$ cat config.mk
export PLATFORM = sky130hd
export DESIGN_NAME = riscv_mem_arbiter
export DESIGN_NICKNAME = d
export VERILOG_FILES = /design/src/rtl/riscv_mem_arbiter.sv
export SDC_FILE = /design/constraint.sdc
export NUM_CORES = 1
export LEC_CHECK = 0
export ABC_AREA = 1
export CAP_MARGIN = 20
export CORE_AREA = 2 2 131 120
export CTS_CLUSTER_DIAMETER = 200
export DETAILED_ROUTE_END_ITERATION = 10
export DIE_AREA = 0 0 133 122
export PLACE_DENSITY = 0.78
export SLEW_MARGIN = 40
export SYNTH_ARGS = -nofsm -noshare
export SYNTH_HDL_FRONTEND = slang
export SYNTH_SLANG_ARGS = --single-unit
$ cat constraint.sdc
create_clock -name clk_i -period 1.45 [get_ports clk_i]
set_clock_uncertainty 0.05 [all_clocks]
set_input_delay 0.2175 -clock clk_i [delete_from_list [all_inputs] [get_ports clk_i]]
set_output_delay 0.2175 -clock clk_i [all_outputs]
set_load 0.01 [all_outputs]
$ cat src/rtl/riscv_mem_arbiter.sv
// Fetch/data arbiter in front of one single-ported memory: registered issue,
// bounded fetch starvation, and a timeout that completes the access with an error.
//
// state | meaning
// IDLE  | no access in flight; sample requests and arbitrate
// ISSUE | mem_req held with the winner's payload; wait for mem_ack or timeout
// RESP  | one-cycle ack (with err/rdata) to the winner; requests not sampled
module riscv_mem_arbiter #(
   parameter int XLEN     = 32,
   parameter int MAX_WAIT = 4,
   parameter int TIMEOUT  = 16
) (
   input  logic            clk_i,
   input  logic            rst_ni,

   input  logic            if_req_i,
   input  logic [XLEN-1:0] if_addr_i,
   output logic            if_ack_o,
   output logic            if_err_o,
   output logic [XLEN-1:0] if_rdata_o,

   input  logic            d_req_i,
   input  logic            d_we_i,
   input  logic [XLEN-1:0] d_addr_i,
   input  logic [XLEN-1:0] d_wdata_i,
   output logic            d_ack_o,
   output logic            d_err_o,
   output logic [XLEN-1:0] d_rdata_o,

   output logic            mem_req_o,
   output logic            mem_we_o,
   output logic [XLEN-1:0] mem_addr_o,
   output logic [XLEN-1:0] mem_wdata_o,
   input  logic            mem_ack_i,
   input  logic [XLEN-1:0] mem_rdata_i
);

   localparam int SW = $clog2(MAX_WAIT + 1);
   localparam int TW = $clog2(TIMEOUT);
   localparam logic [SW-1:0] STARVE_MAX = SW'(MAX_WAIT);
   localparam logic [TW-1:0] TO_LAST    = TW'(TIMEOUT - 1);

   localparam logic [1:0] IDLE  = 2'd0;
   localparam logic [1:0] ISSUE = 2'd1;
   localparam logic [1:0] RESP  = 2'd2;

   logic [1:0]      state_q,     state_d;
   logic            owner_q,     owner_d;
   logic            err_q,       err_d;
   logic [XLEN-1:0] rdata_q,     rdata_d;
   logic [SW-1:0]   starve_q,    starve_d;
   logic [TW-1:0]   to_cnt_q,    to_cnt_d;
   logic            mem_req_q,   mem_req_d;
   logic            mem_we_q,    mem_we_d;
   logic [XLEN-1:0] mem_addr_q,  mem_addr_d;
   logic [XLEN-1:0] mem_wdata_q, mem_wdata_d;
   logic            grant_fetch;

   always_comb begin
      state_d     = state_q;
      owner_d     = owner_q;
      err_d       = err_q;
      rdata_d     = rdata_q;
      starve_d    = starve_q;
      to_cnt_d    = to_cnt_q;
      mem_req_d   = mem_req_q;
      mem_we_d    = mem_we_q;
      mem_addr_d  = mem_addr_q;
      mem_wdata_d = mem_wdata_q;
      grant_fetch = 1'b0;

      case (state_q)
         IDLE: begin
            if (if_req_i || d_req_i) begin
               // data is preferred until fetch has lost MAX_WAIT times in a row
               grant_fetch = if_req_i && (!d_req_i || (starve_q == STARVE_MAX));
               owner_d     = grant_fetch;
               mem_req_d   = 1'b1;
               to_cnt_d    = '0;
               state_d     = ISSUE;
               if (grant_fetch) begin
                  mem_we_d    = 1'b0;
                  mem_addr_d  = if_addr_i;
                  mem_wdata_d = '0;
                  starve_d    = '0;
               end else begin
                  mem_we_d    = d_we_i;
                  mem_addr_d  = d_addr_i;
                  mem_wdata_d = d_wdata_i;
                  if (if_req_i && (starve_q != STARVE_MAX)) begin
                     starve_d = starve_q + 1'b1;
                  end
               end
            end
         end
         ISSUE: begin
            to_cnt_d = to_cnt_q + 1'b1;
            if (mem_ack_i) begin
               rdata_d   = mem_we_q ? '0 : mem_rdata_i;
               err_d     = 1'b0;
               mem_req_d = 1'b0;
               state_d   = RESP;
            end else if (to_cnt_q == TO_LAST) begin
               rdata_d   = '0;
               err_d     = 1'b1;
               mem_req_d = 1'b0;
               state_d   = RESP;
            end
         end
         RESP: begin
            to_cnt_d = '0;
            state_d  = IDLE;
         end
         default: begin
            mem_req_d = 1'b0;
            to_cnt_d  = '0;
            state_d   = IDLE;
         end
      endcase
   end

   always_ff @(posedge clk_i or negedge rst_ni) begin
      if (!rst_ni) begin
         state_q     <= IDLE;
         owner_q     <= 1'b0;
         err_q       <= 1'b0;
         rdata_q     <= '0;
         starve_q    <= '0;
         to_cnt_q    <= '0;
         mem_req_q   <= 1'b0;
         mem_we_q    <= 1'b0;
         mem_addr_q  <= '0;
         mem_wdata_q <= '0;
      end else begin
         state_q     <= state_d;
         owner_q     <= owner_d;
         err_q       <= err_d;
         rdata_q     <= rdata_d;
         starve_q    <= starve_d;
         to_cnt_q    <= to_cnt_d;
         mem_req_q   <= mem_req_d;
         mem_we_q    <= mem_we_d;
         mem_addr_q  <= mem_addr_d;
         mem_wdata_q <= mem_wdata_d;
      end
   end

   assign mem_req_o   = mem_req_q;
   assign mem_we_o    = mem_we_q;
   assign mem_addr_o  = mem_addr_q;
   assign mem_wdata_o = mem_wdata_q;

   assign if_ack_o   = (state_q == RESP) &&  owner_q;
   assign d_ack_o    = (state_q == RESP) && !owner_q;
   assign if_err_o   = if_ack_o && err_q;
   assign d_err_o    = d_ack_o  && err_q;
   assign if_rdata_o = if_ack_o ? rdata_q : '0;
   assign d_rdata_o  = d_ack_o  ? rdata_q : '0;

endmodule
Word level (Yosys, flattened, before mapping)

Cells that the tools add are included.

Bits in registers: 109
Bits in latches: 0
Bits in writable memories: 0
Memory bits (read-only): 0
Output and inout port bits: 134
Memories kept: 0

Add/sub/neg operators: 2
$mul: 0
Divide/modulo/power cells: 0
$lt $le $gt $ge: 0
Equality and inequality tests: 7
Shift operators: 0
Mux-type cells: 22
Bitwise operators: 1
Reductions and logical operators: 18

Operators with widths:

| operator                                                        | count |
|---|---|
| 32-bit 2-to-1 mux                                               | 7 |
| 4-bit case mux with 2 select lines                              | 1 |
| 1-bit logical AND                                               | 6 |
| 1-bit 2-to-1 mux                                                | 6 |
| 2-bit 2-to-1 mux                                                | 3 |
| 3-bit 2-to-1 mux                                                | 2 |
| 3-bit != test, second input constant                            | 2 |
| 2-bit AND reduction                                             | 3 |
| 3-bit AND reduction                                             | 2 |
| 4-bit by 1-bit adder with 4-bit output, second input constant   | 1 |
| 4-bit == test, second input constant                            | 1 |
| 4-bit 2-to-1 mux                                                | 1 |
| 2-bit case mux with 2 select lines                              | 1 |
| 2-bit nonzero test                                              | 2 |
| 3-bit by 1-bit adder with 3-bit output, second input constant   | 1 |
| 3-bit == test, second input constant                            | 1 |
| 1-bit case mux with 3 select lines                              | 1 |
| 2-bit by 1-bit == test with 1-bit output, second input constant | 1 |
| 2-bit == test, second input constant                            | 1 |
| 1-bit zero test                                                 | 2 |
| 2-bit zero test                                                 | 1 |
| 1-bit logical OR                                                | 2 |
| 2-bit != test, second input constant                            | 1 |
| 1-bit inverter                                                  | 1 |

Logic depth before layout (Yosys ltp)

Gate-level depths: netlist of the first run.

Word-level depth: 5
Mapped depth: 10
Mapped depth without buffers: 9

Worst setup path before layout of the first run

No wires, ideal clock.

Path type: register to output
From: reg state_q[0]
To: out d_rdata_o[10]
Arrival: 1.202 ns
Required time: 1.183 ns
Path slack: -0.020 ns
Cell stages (with the launch flop): 7
Cells stage by stage: dfrtp_1 > inv_2 > nand2_1 > nor2_1 > inv_1 > buf_2 > nor2_1

Longest elaborated chain between the ends: 3

RTL lines:

| element                | line | text |
|---|---|---|
| from (decl)            | 47   | `logic [1:0] state_q, state_d;` |
| from (signal assigned) | 135  | `state_q <= state_d;` |
| 2-bit == test          | 154  | `assign d_ack_o = (state_q == RESP) && !owner_q;` |
| 1-bit logical AND      | 154  |  |
| via d_ack_o            | 26   | `output logic d_ack_o,` |
| 32-bit 2-to-1 mux      | 158  | `assign d_rdata_o = d_ack_o ? rdata_q : '0;` |
| to (decl)              | 28   | `output logic [XLEN-1:0] d_rdata_o,` |

The timed path passes the listed nets, and every way through them passes these cells.

Worst setup path after layout of the first run

From: reg state_q[0]
To: out d_rdata_o[29]

Longest elaborated chain between the ends: 3

RTL lines:

| element           | line |
|---|---|
| 2-bit == test     | 154 |
| 1-bit logical AND | 154 |
| 32-bit 2-to-1 mux | 158 |

No other way between the ends.

==> results of run 1 <==
## cells by family (layout without fill, tap and decap cells)
| group | Yosys count | count (layout) | share of synthesized area, % |
|---|---|---|---|
| and+or+nand+nor | 427 | 427 | 32.7 |
| xor gates and xnor gates | 2 | 2 | 0.322 |
| adders and majority gates | 3 | 3 | 0.691 |
| DFF | 109 | 109 | 50.2 |
| AOI/OAI and AO/OA | 40 | 40 | 3.77 |
| buffers and inverters | 155 | 475 | 12.4 |
## cells in the mapped netlist
library cell	instances
sky130_fd_sc_hd__inv_2	2
sky130_fd_sc_hd__xor2_1	1
sky130_fd_sc_hd__inv_1	109
sky130_fd_sc_hd__a21oi_2	1
sky130_fd_sc_hd__clkbuf_1	13
sky130_fd_sc_hd__nand3_1	101
sky130_fd_sc_hd__nor2_1	72
sky130_fd_sc_hd__dfrtp_1	109
sky130_fd_sc_hd__buf_4	4
sky130_fd_sc_hd__xnor2_1	1
sky130_fd_sc_hd__nand2_2	3
sky130_fd_sc_hd__ha_1	3
sky130_fd_sc_hd__buf_1	2
sky130_fd_sc_hd__nor2_4	1
sky130_fd_sc_hd__a21oi_1	1
sky130_fd_sc_hd__clkinv_2	1
sky130_fd_sc_hd__o22ai_1	1
sky130_fd_sc_hd__nor2_8	2
sky130_fd_sc_hd__buf_6	7
sky130_fd_sc_hd__buf_2	17
sky130_fd_sc_hd__o21ai_0	37
sky130_fd_sc_hd__nand2_1	248
## power groups by stage
stage / registers (µW) / clock network, µW / logic [µW]
global route: 5460 / 2760 / 9750
finish: 5280 / 2590 / 9010
global placement: 5250 / 0 / 6850
CTS: 5230 / 2630 / 7840
floorplan: 5610 / 0 / 3030
detailed placement: 5270 / 0 / 6980
## how the worst max path moves through the flow
stage                                 startpoint        endpoint  slack, ns  cells after the start
after CTS                 state_q[0]$_DFFE_PN0P_   d_rdata_o[29]      -0.41                      8
after detailed placement  state_q[0]$_DFFE_PN0P_  if_rdata_o[12]      -0.38                      7
after floorplan           state_q[0]$_DFFE_PN0P_   d_rdata_o[10]      -0.02                      6
after global placement    state_q[0]$_DFFE_PN0P_   d_rdata_o[29]      -0.32                      7
after global routing      state_q[0]$_DFFE_PN0P_   d_rdata_o[28]      -0.47                      8
final                     state_q[0]$_DFFE_PN0P_   d_rdata_o[29]      -0.39                      8
## sequential cells by signal, summed over array words and instances, names as in the netlist
register,flops
rdata_q,32
mem_req_o,1
mem_we_o,1
err_q,1
mem_wdata_o,32
state_q,2
to_cnt_q,4
starve_q,3
owner_q,1
mem_addr_o,32
## through the flow
step / total power [µW] / TNS, ns / std cells / hold slack, ns
floorplan: 8640 / -1.17 / 736 / -0.128
finish: 16900 / -26.40 / 1258 / 0.285
CTS: 15700 / -28.13 / 1238 / 0.258
detailed placement: 12200 / -38.56 / 1191 / 0.0833
global route: 18000 / -36.14 / 1258 / 0.294
global placement: 12100 / -33.09 / 1191 / 0.0824
## what timing repair did
action                     CTS  global route
cloned                      11            13
gates resized for setup    389           122
hold endpoints to repair    18             0
hold buffers                 1             0
buffers inserted            23             9
pin swaps                    6             8
setup endpoints to repair  160           171
## layer usage
| layer | share of wire, % | vias up |
|---|---|---|
| met1 | 40 | 2744 |
| li1 | - | 2858 |
| met3 | 9.2 | 44 |
| met4 | 2.8 | 0 |
| met2 | 48 | 281 |
| met5 | 0 | - |
## area by class of cell
| cell class | instances | area share [%] |
|---|---|---|
| clock buffer | 9 | 2.30 |
| clock inverter | 7 | 0.818 |
| inverter | 112 | 4.52 |
| multi-input combinational | 472 | 24.5 |
| sequential | 109 | 27.9 |
| tap | 202 | 2.58 |
| timing repair buffer | 347 | 37.4 |
## worst max-delay path, cell delays in order (launching register included)
cell	delay, ns
sky130_fd_sc_hd__dfrtp_1	0.40
sky130_fd_sc_hd__inv_2	0.08
sky130_fd_sc_hd__nand2_4	0.07
sky130_fd_sc_hd__nor2_4	0.10
sky130_fd_sc_hd__inv_2	0.07
sky130_fd_sc_hd__buf_6	0.14
sky130_fd_sc_hd__buf_16	0.16
sky130_fd_sc_hd__nor2_2	0.07
sky130_fd_sc_hd__buf_2	0.13
==> Flow_metrics.wiki, run 1 <==
{| class="wikitable"
! Metric !! Value
|-
| Outcome || complete, but fails checks
|-
| Failing checks || setup timing
|-
| Launching point of the worst reg2reg path || state_q[1]$_DFFE_PN0P_
|-
| Reg2reg setup slack || -0.22 ns
|-
| Share of total power in the clock network || 15.3%
|-
| Number of placed I/O pins || 268
|-
| Highest-utilization routing layer at the global route stage || met2
|-
| Number of antenna-violating nets in the routed design || 0
|-
| Critical path class || reg2out
|-
| Area Growth Syn to Fin || 80.1%
|-
| Count of fill cells added during filler insertion || 1189
|-
| DRC violation count after routing || 0
|-
| Die span in x || 133 µm
|-
| Area share of the largest cell type after synthesis || 50.2%
|-
| Syn avg cell area || 7.39 µm²
|-
| Htree depth || 3
|-
| Core Rows || 43
|-
| Combinational share of power || 53.4%
|-
| Flops & latches, synth || 109
|-
| Slew of the pin with the lowest slew margin || 0.357 ns
|-
| Total die area || 16200 µm²
|-
| Maximum operating frequency || 543 MHz
|-
| Count of different cell masters after synthesis || 22
|-
| Largest net degree at the start of global routing || 53
|-
| Sequential Area || 2730 µm²
|-
| Clk root buf || sky130_fd_sc_hd__clkbuf_16
|-
| Effective utilization at floorplan || 36.2%
|-
| Warning count from the yosys run || 0
|-
| Seq/Total Area, Yosys || 50.2%
|-
| Met3 track utilization from global routing || 6.70%
|-
| Ratio of cells with drive above 1 in the final layout || 24.3%
|-
| Most frequent cells in the layout || 223 x sky130_fd_sc_hd__nand2_1, 132 x sky130_fd_sc_hd__clkdlybuf4s50_1, 109 x sky130_fd_sc_hd__dfrtp_1
|-
| Final Core Density || 65.2%
|-
| Power Internal || 10100 µW
|-
| Leading area contributor after synthesis || sky130_fd_sc_hd__dfrtp_1
|-
| Category of the worst setup path capture point || output port
|-
| Gr ovfl total || 0
|-
| CTS sink cnt || 109
|-
| Deepest clock path buffer count || 2
|-
| Final antenna diode count || 0
|-
| GR Layer Usage met2 || 38.0%
|-
| Area of the core || 15000 µm²
|-
| Total Wirelength || 20.9 mm
|-
| Net switching component of the power || 6800 µW
|-
| Routed via count divided by cell count || 4.71
|-
| Final hold violation count || 0
|-
| Total clock buffers created by CTS || 9
|-
| Most common cell after layout, fill and taps aside || sky130_fd_sc_hd__nand2_1
|-
| Post-CTS clock slew at the launch and capture registers of the worst setup and hold paths || 0.07 ns
|-
| Sw frac || 40.3%
|-
| Max Cap Viol || 0
|-
| Top post-synthesis cells by area || sky130_fd_sc_hd__dfrtp_1 50%, sky130_fd_sc_hd__nand2_1 17%, sky130_fd_sc_hd__nand3_1 9.3%, sky130_fd_sc_hd__inv_1 7.5%, sky130_fd_sc_hd__nor2_1 5.0%
|-
| Worst R2R End || mem_wdata_o[15]$_DFFE_PN0P_
|-
| Max-slew violations || 0
|-
| DR pass1 iterations || 5
|-
| Worst Slack Setup Final || -0.391 ns
|-
| Global-route wire length before repair || 28.7 mm
|-
| Chip height || 122 µm
|-
| Number of global-route vias before repair || 5621
|-
| Startpoint class of the critical path || register
|-
| Worst rel slew slack || 76.1%
|-
| Standard cell area after detailed placement || 8500 µm²
|-
| Gate count after technology mapping || 736
|-
| Global routing usage on met1 || 27.8%
|-
| Number of cells traversed by the worst register-to-register path || 12
|-
| Clock latency on the worst-skew pair || 0.35 ns
|-
| Min-Delay Path Class || in2async
|-
| Wirelength per Cell || 16.6 µm
|-
| TritonCTS clock tree || built
|-
| Final setup violating endpoints || 132
|-
| WP data required || 1.18 ns
|-
| Total Routing Usage GR || 22.6%
|-
| HPWL after DPL || 11.6 mm
|-
| Data arrival time of the critical path || 1.57 ns
|-
| Initial DRC count || 271
|-
| Quantity of I/O buffers inserted on ports || 267
|-
| Netlist area before placement || 5440 µm²
|-
| Static power due to leakage || 0.00505 µW
|-
| Final Cycle Share || 127%
|-
| Worst-path fanout max || 8
|-
| Footprint of the multi-input gates || 2400 µm²
|-
| Power Density || 1720 nW/µm²
|-
| Post-layout net count || 1188
|-
| Number of antenna violations at the first check in global routing || 0
|-
| Worst voltage drop across the vdd grid || 0.000860 V
|-
| Min Clock Period, post-route || 1.84 ns
|-
| Setup slack after placement || -0.378 ns
|-
| Post-layout instance area || 9790 µm²
|-
| Sequential share of power || 31.3%
|-
| Setup repair after global routing missed its margin || yes
|-
| Gpl congestion || 0.812
|-
| Total via count after detailed routing || 5927
|-
| Synthesized Nets || 873
|}
No activity file was read; power rests on OpenSTA's default activity.
==> run 2, diff against run 1 <==
--- a/config.mk
+++ b/config.mk
@@ -12,6 +12,7 @@
 export DETAILED_ROUTE_END_ITERATION = 10
 export DIE_AREA = 0 0 133 122
 export PLACE_DENSITY = 0.78
+export SKIP_CTS_REPAIR_TIMING = 1
 export SLEW_MARGIN = 40
 export SYNTH_ARGS = -nofsm -noshare
 export SYNTH_HDL_FRONTEND = slang
==> Flow_metrics.wiki, run 2 (synthesized netlist as in run 1, its figures left out) <==
{| class="wikitable"
! Metric !! Value
|-
| Outcome || complete, but fails checks
|-
| Failing checks || setup timing
|-
| Initial DRC count || 272
|-
| Die span in x || 133 µm
|-
| Maximum operating frequency || 568 MHz
|-
| Data arrival time of the critical path || 1.49 ns
|-
| Critical path class || reg2out
|-
| Gpl congestion || 0.812
|-
| Total clock buffers created by CTS || 9
|-
| Gr ovfl total || 0
|-
| Final Cycle Share || 121%
|-
| Sequential share of power || 31.6%
|-
| CTS sink cnt || 109
|-
| Final Core Density || 65.7%
|-
| Post-layout net count || 1172
|-
| HPWL after DPL || 11.6 mm
|-
| Worst-path fanout max || 17
|-
| Chip height || 122 µm
|-
| Power Internal || 9990 µW
|-
| Deepest clock path buffer count || 2
|-
| Number of placed I/O pins || 268
|-
| Combinational share of power || 52.9%
|-
| Startpoint class of the critical path || register
|-
| Max-slew violations || 0
|-
| Share of total power in the clock network || 15.5%
|-
| Net switching component of the power || 6640 µW
|-
| Slew of the pin with the lowest slew margin || 0.457 ns
|-
| Static power due to leakage || 0.00562 µW
|-
| Clock latency on the worst-skew pair || 0.35 ns
|-
| Ratio of cells with drive above 1 in the final layout || 25.4%
|-
| Setup TNS || -21.32 ns
|-
| Slowest CP cell || sky130_fd_sc_hd__dfrtp_1
|-
| Worst R2R End || mem_wdata_o[13]$_DFFE_PN0P_
|-
| Min Clock Period, post-route || 1.76 ns
|-
| Total Wirelength || 20.6 mm
|-
| Number of antenna-violating nets in the routed design || 0
|-
| Core Rows || 43
|-
| Largest net degree at the start of global routing || 53
|-
| Reg2reg setup slack || -0.10 ns
|-
| Most frequent cells in the layout || 215 x sky130_fd_sc_hd__nand2_1, 132 x sky130_fd_sc_hd__clkdlybuf4s50_1, 109 x sky130_fd_sc_hd__dfrtp_1
|-
| WP data required || 1.18 ns
|-
| Final setup violating endpoints || 122
|-
| TritonCTS clock tree || built
|-
| Most common cell after layout, fill and taps aside || sky130_fd_sc_hd__nand2_1
|-
| Total Routing Usage GR || 19.5%
|-
| Crit path largest cell delay || 0.40 ns
|-
| Worst Slack Setup Final || -0.310 ns
|-
| Sw frac || 39.9%
|-
| Worst rel slew slack || 69.5%
|-
| Wirelength per Cell || 16.6 µm
|-
| Area Growth Syn to Fin || 81.5%
|-
| Post-CTS clock slew at the launch and capture registers of the worst setup and hold paths || 0.07 ns
|-
| Global-route wire length before repair || 25.2 mm
|-
| Count of fill cells added during filler insertion || 1178
|-
| Max Cap Viol || 0
|-
| Effective utilization at floorplan || 36.2%
|-
| DRC violation count after routing || 0
|-
| Clk root buf || sky130_fd_sc_hd__clkbuf_16
|-
| Number of antenna violations at the first check in global routing || 0
|-
| Ordered cell list for the critical path || inv_2 > nand2_4 > nor2_4 > inv_4 > buf_12 > nor2_1 > buf_2
|-
| Min-Delay Path Class || in2async
|-
| Category of the worst setup path capture point || output port
|-
| Final hold slack || 0.263 ns
|-
| Htree depth || 3
|-
| Number of cells traversed by the worst register-to-register path || 10
|-
| Launching point of the worst reg2reg path || starve_q[1]$_DFFE_PN0P_
|-
| Routed via count divided by cell count || 4.73
|-
| Final antenna diode count || 0
|-
| Worst voltage drop across the vdd grid || 0.000940 V
|-
| Total die area || 16200 µm²
|-
| Final hold violation count || 0
|-
| Setup repair after global routing missed its margin || yes
|-
| DR pass1 iterations || 7
|-
| Area of the core || 15000 µm²
|-
| Quantity of I/O buffers inserted on ports || 267
|-
| Total via count after detailed routing || 5870
|-
| Number of global-route vias before repair || 5159
|-
| Power Density || 1690 nW/µm²
|}
run 2: cell types whose count changed in the layout (fill, tap and decap cells not counted), sizes merged:
cell	delta
dlygate4sd2	-66
dlymetal6s2s	+66
inv	+1
bufbuf	-1
clkbuf	+6
clkinv	-1
buf	-21
run 2: area by class of cell:
class	count	area (µm²)	area share (%)
Clock buffer	9	225	2.28
Clock inverter	7	80.1	0.812
Inverter	112	440	4.46
Multi-Input combinational cell	472	2560	25.9
Sequential cell	109	2730	27.6
Tap cell	202	253	2.56
Timing Repair Buffer	331	3580	36.3
run 2: critical path: cells and delay by family, from the launching register on:
family	cells	cell delay, ns
buf+inv	4	0.44
flops	1	0.40
simple gates	3	0.31
run 2: power groups by stage:
stage	clock, µW	combinational (µW)	sequential [µW]
after floorplan	0	3030	5610
after global placement	0	6850	5250
after detailed placement	0	6980	5270
after CTS	2630	7000	5260
after global routing	2760	9510	5430
final	2590	8800	5260
run 2: per-layer routing:
| metal | track usage [%] | routed length [µm] |
|---|---|---|
| met2 | 31.4 | 10100 |
| met1 | 25.3 | 8380 |
| met4 | 6.72 | 513 |
| met3 | 5.62 | 1640 |
| met5 | 0 | 0 |
run 2: how the worst max path moves through the flow:
| stage | startpoint | endpoint | slack, ns | cells past startpoint |
|---|---|---|---|---|
| after global routing | state_q[0]$_DFFE_PN0P_ | if_rdata_o[9] | -0.38 | 7 |
| final | state_q[0]$_DFFE_PN0P_ | if_rdata_o[0] | -0.31 | 7 |
| after global placement | state_q[0]$_DFFE_PN0P_ | d_rdata_o[29] | -0.32 | 7 |
| after detailed placement | state_q[0]$_DFFE_PN0P_ | if_rdata_o[12] | -0.38 | 7 |
| after floorplan | state_q[0]$_DFFE_PN0P_ | d_rdata_o[10] | -0.02 | 6 |
| after CTS | state_q[0]$_DFFE_PN0P_ | if_rdata_o[12] | -0.77 | 7 |
run 2: stage by stage:
step                worst slack [ns]  total power [µW]  instances  cell area [µm²]
finish                        -0.310             16600       1242             9870
global route                  -0.379             17700       1242             9870
CTS                           -0.773             14900       1207             8810
detailed placement            -0.378             12200       1191             8500
global placement              -0.319             12100       1191             8500
floorplan                    -0.0196              8640        736             5440
==> run 3, diff against run 2 <==
--- a/config.mk
+++ b/config.mk
@@ -8,12 +8,12 @@
 export ABC_AREA = 1
 export CAP_MARGIN = 20
 export CORE_AREA = 2 2 131 120
-export CTS_CLUSTER_DIAMETER = 200
+export CTS_CLUSTER_DIAMETER = 60
 export DETAILED_ROUTE_END_ITERATION = 10
 export DIE_AREA = 0 0 133 122
 export PLACE_DENSITY = 0.78
 export SKIP_CTS_REPAIR_TIMING = 1
-export SLEW_MARGIN = 40
+export SLEW_MARGIN = 30
 export SYNTH_ARGS = -nofsm -noshare
 export SYNTH_HDL_FRONTEND = slang
 export SYNTH_SLANG_ARGS = --single-unit
==> results of run 3 <==
Same layout as run 2: the final DEF is identical, and so are final timing and power.
==> RTL change (config.mk and constraints of run 1) <==
Make the reset (`rst_ni`) synchronous in one clocked block.
--- a/src/rtl/riscv_mem_arbiter.sv
+++ b/src/rtl/riscv_mem_arbiter.sv
@@ -121,3 +121,3 @@
 
-   always_ff @(posedge clk_i or negedge rst_ni) begin
+   always_ff @(posedge clk_i) begin
       if (!rst_ni) begin
Behaviour: differs if rst_ni is asserted again (counterexample within 4 cycles, from zero or initial values and one cycle with rst_ni low); with rst_ni held inactive, the same outputs for 4 cycles.
==> RTL change against run 1 <==
- the run still ends with negative setup slack left
- cell area increased by 4.4%
- sequential cell count unchanged
- final cell count increased by 2.2%
- setup slack improved by 160 ps
- core utilization increased by 2.9 points
- routed wire length increased by 1.9%
- area after synthesis decreased by 7.1%
- critical path type unchanged
- highest routed layer unchanged
Power is not compared: it rests on default switching activity, and its combinational part moved more than twofold at a synthesized area within 25%.
==> RTL change: results (changes against run 1) <==
| Metric | Value |
|---|---|
| Total negative slack | -12230 ps (was -26400 ps) |
| Share of Yosys cell area claimed by the top area cell type | 0.432 (was 0.502) |
| DRT iter0 DRCs | 263 (was 271) |
| # placed instances | 1216 (was 1191) |
| Cts bufs inserted | 9 (unchanged) |
| Wire length after detailed routing | 21200 um (was 20900 um) |
| Detailed-route vias per instance | 4.95 (was 4.71) |
| WP data arrival | 1420 ps (was 1570 ps) |
| Total number of yosys warnings | 0 (unchanged) |
| Worst hold path cell count | 3 |
| Clock transition time at the flip-flop clock pins of the worst setup and hold paths | 70 ps (about the same) |
| Number of buffers added on ports | 267 (unchanged) |
| Reg2Reg Depth | 10 (was 12) |
| Number of global-route vias before repair | 5631 (was 5621) |
| Endpoints failing setup | 117 (was 132) |
| Dpl hpwl | 11500 um (was 11600 um) |
| Vias after detailed routing | 6372 (was 5927) |
| Cells after Synth | 764 (was 736) |
| NumNets Final | 1215 (was 1188) |
| Number of fill cells | 1158 (was 1189) |
| Dominant cells by area after synthesis | dfxtp_1 43%, nand3_1 14%, nor2_1 13% (was dfrtp_1 50%, nand2_1 17%, nand3_1 9.3%) |
| Final setup slack of the worst path | -236 ps (was -391 ps) |
| Maximum buffer depth of the clock tree | 2 (unchanged) |
| Overall fraction of global-route tracks in use | 0.211 (was 0.226) |
| Wire length of the first global-routing pass | 27900 um (was 28700 um) |
| Ratio of cells with drive above 1 in the final layout | 0.355 (was 0.243) |
| Asr flop ratio synth | 0 (was 1.00) |
| Worst rel slew slack | 0.707 (was 0.761) |
| Remaining global-route overflow | 0 (unchanged) |
| Violated checks | negative setup slack (unchanged) |
| Sw power | between 2 and 3 mW |
| H-tree depth reported by CTS | 3 (unchanged) |
| Placer congestion estimate | 0.789 (was 0.812) |
| Status | finished, violations left (unchanged) |
| Classification of the worst-slack hold path | primary input to register (was primary input to asynchronous set/reset pin) |
| Number of nets in the synthesized netlist | 901 (was 873) |
| Post-synth cell types | 16 (was 22) |
| Largest fanout of any net on the critical path | 8 (unchanged) |
| Pre-antenna DRT Iters | 7 (was 5) |
| Leakage | ~4.5 nW |
| Initial antenna violation count | 0 (unchanged) |
| Portion of the post-synthesis area used by sequential elements | 0.432 (was 0.502) |
| Commonest register cell after synthesis | dfxtp_1 (was dfrtp_1) |
| Pre-CTS setup slack | -340 ps (was -378 ps) |
| Largest net degree at the start of global routing | 34 (was 53) |
| Post-detailed-placement cell area | 8180 um2 (was 8500 um2) |
| Post-synth top cells | 170 x nor2_1, 139 x nand3_1, 109 x dfxtp_1, 90 x nand2_1, 78 x inv_1 (was 248 x nand2_1, 109 x dfrtp_1, 109 x inv_1, 101 x nand3_1, 72 x nor2_1) |
[RTL change: cell types whose count changed after synthesis, moves of 13 or more]
cell,run 1,this run
clkbuf_1,13,26
dfrtp_1,109,0
nand3_1,101,139
a21oi_1,1,41
nand2_1,248,90
o21ai_1,0,28
nor2_1,72,170
inv_1,109,78
dfxtp_1,0,109
[RTL change: final cells by class]
cell class                      count  area [um2]  area share
Tap cell                          202         253      0.0247
Inverter                           83         337      0.0329
Clock buffer                       12         246      0.0241
Clock inverter                      4        47.5     0.00465
Antenna cell                        1        2.50    0.000245
Multi-Input combinational cell    515        3200       0.313
Timing Repair Buffer              360        3950       0.386
Sequential cell                   109        2190       0.215
[RTL change: per-layer routing]
layer / vias to the layer above / global-route usage / share of wire
met5: - / 0 / 0
met4: 0 / 0.0598 / 0.019
met3: 38 / 0.0624 / 0.063
met2: 258 / 0.377 / 0.52
met1: 3008 / 0.246 / 0.39
li1: 3068 / - / -
[RTL change: kinds of logic (layout without fill, tap and decap cells)]
| logic type | count (synthesis) | in the layout | synth area share |
|---|---|---|---|
| other | 0 | 1 | 0 |
| flip-flops | 109 | 109 | 0.432 |
| AO/OA/AOI/OAI | 110 | 110 | 0.109 |
| AND/OR/NAND/NOR | 402 | 402 | 0.338 |
| buffers and inverters | 140 | 459 | 0.114 |
| adder cells (fa/ha/maj) | 3 | 3 | 0.00743 |
[RTL change: power by group through the flow]
stage | sequential (mW) | combinational (mW) | clock (mW)
after global placement | 3.42 | 1.94 | 0
after CTS | 3.36 | 2.20 | 2.57
final | 3.40 | 2.83 | 2.51
after detailed placement | 3.43 | 1.96 | 0
after floorplan | 3.52 | 0.783 | 0
after global routing | 3.43 | 3.02 | 2.66
[RTL change: final timing paths]
kind                             startpoint               to  slack (ps)
worst min register to register  to_cnt_q[0]      to_cnt_q[0]         400
worst max-delay path             state_q[0]    d_rdata_o[17]        -240
worst min-delay path                 rst_ni      starve_q[2]         140
worst max register to register   state_q[1]  mem_wdata_o[13]         -90
[RTL change: repair_timing]
item / in CTS / in global routing
resized for setup: 414 / 273
gates cloned: 9 / 25
hold buffers: 0 / 0
buffers inserted: 14 / 13
endpoints found under the setup margin: 188 / 165
pin swaps: 9 / 64
[RTL change: worst max-delay path: stages, from the launching register on]
cell and delay, ps:
dfxtp_2 340, inv_4 80, nand2_4 50, nor2_4 110, inv_4 70, clkbuf_16 170
nor2_1 110, buf_2 140
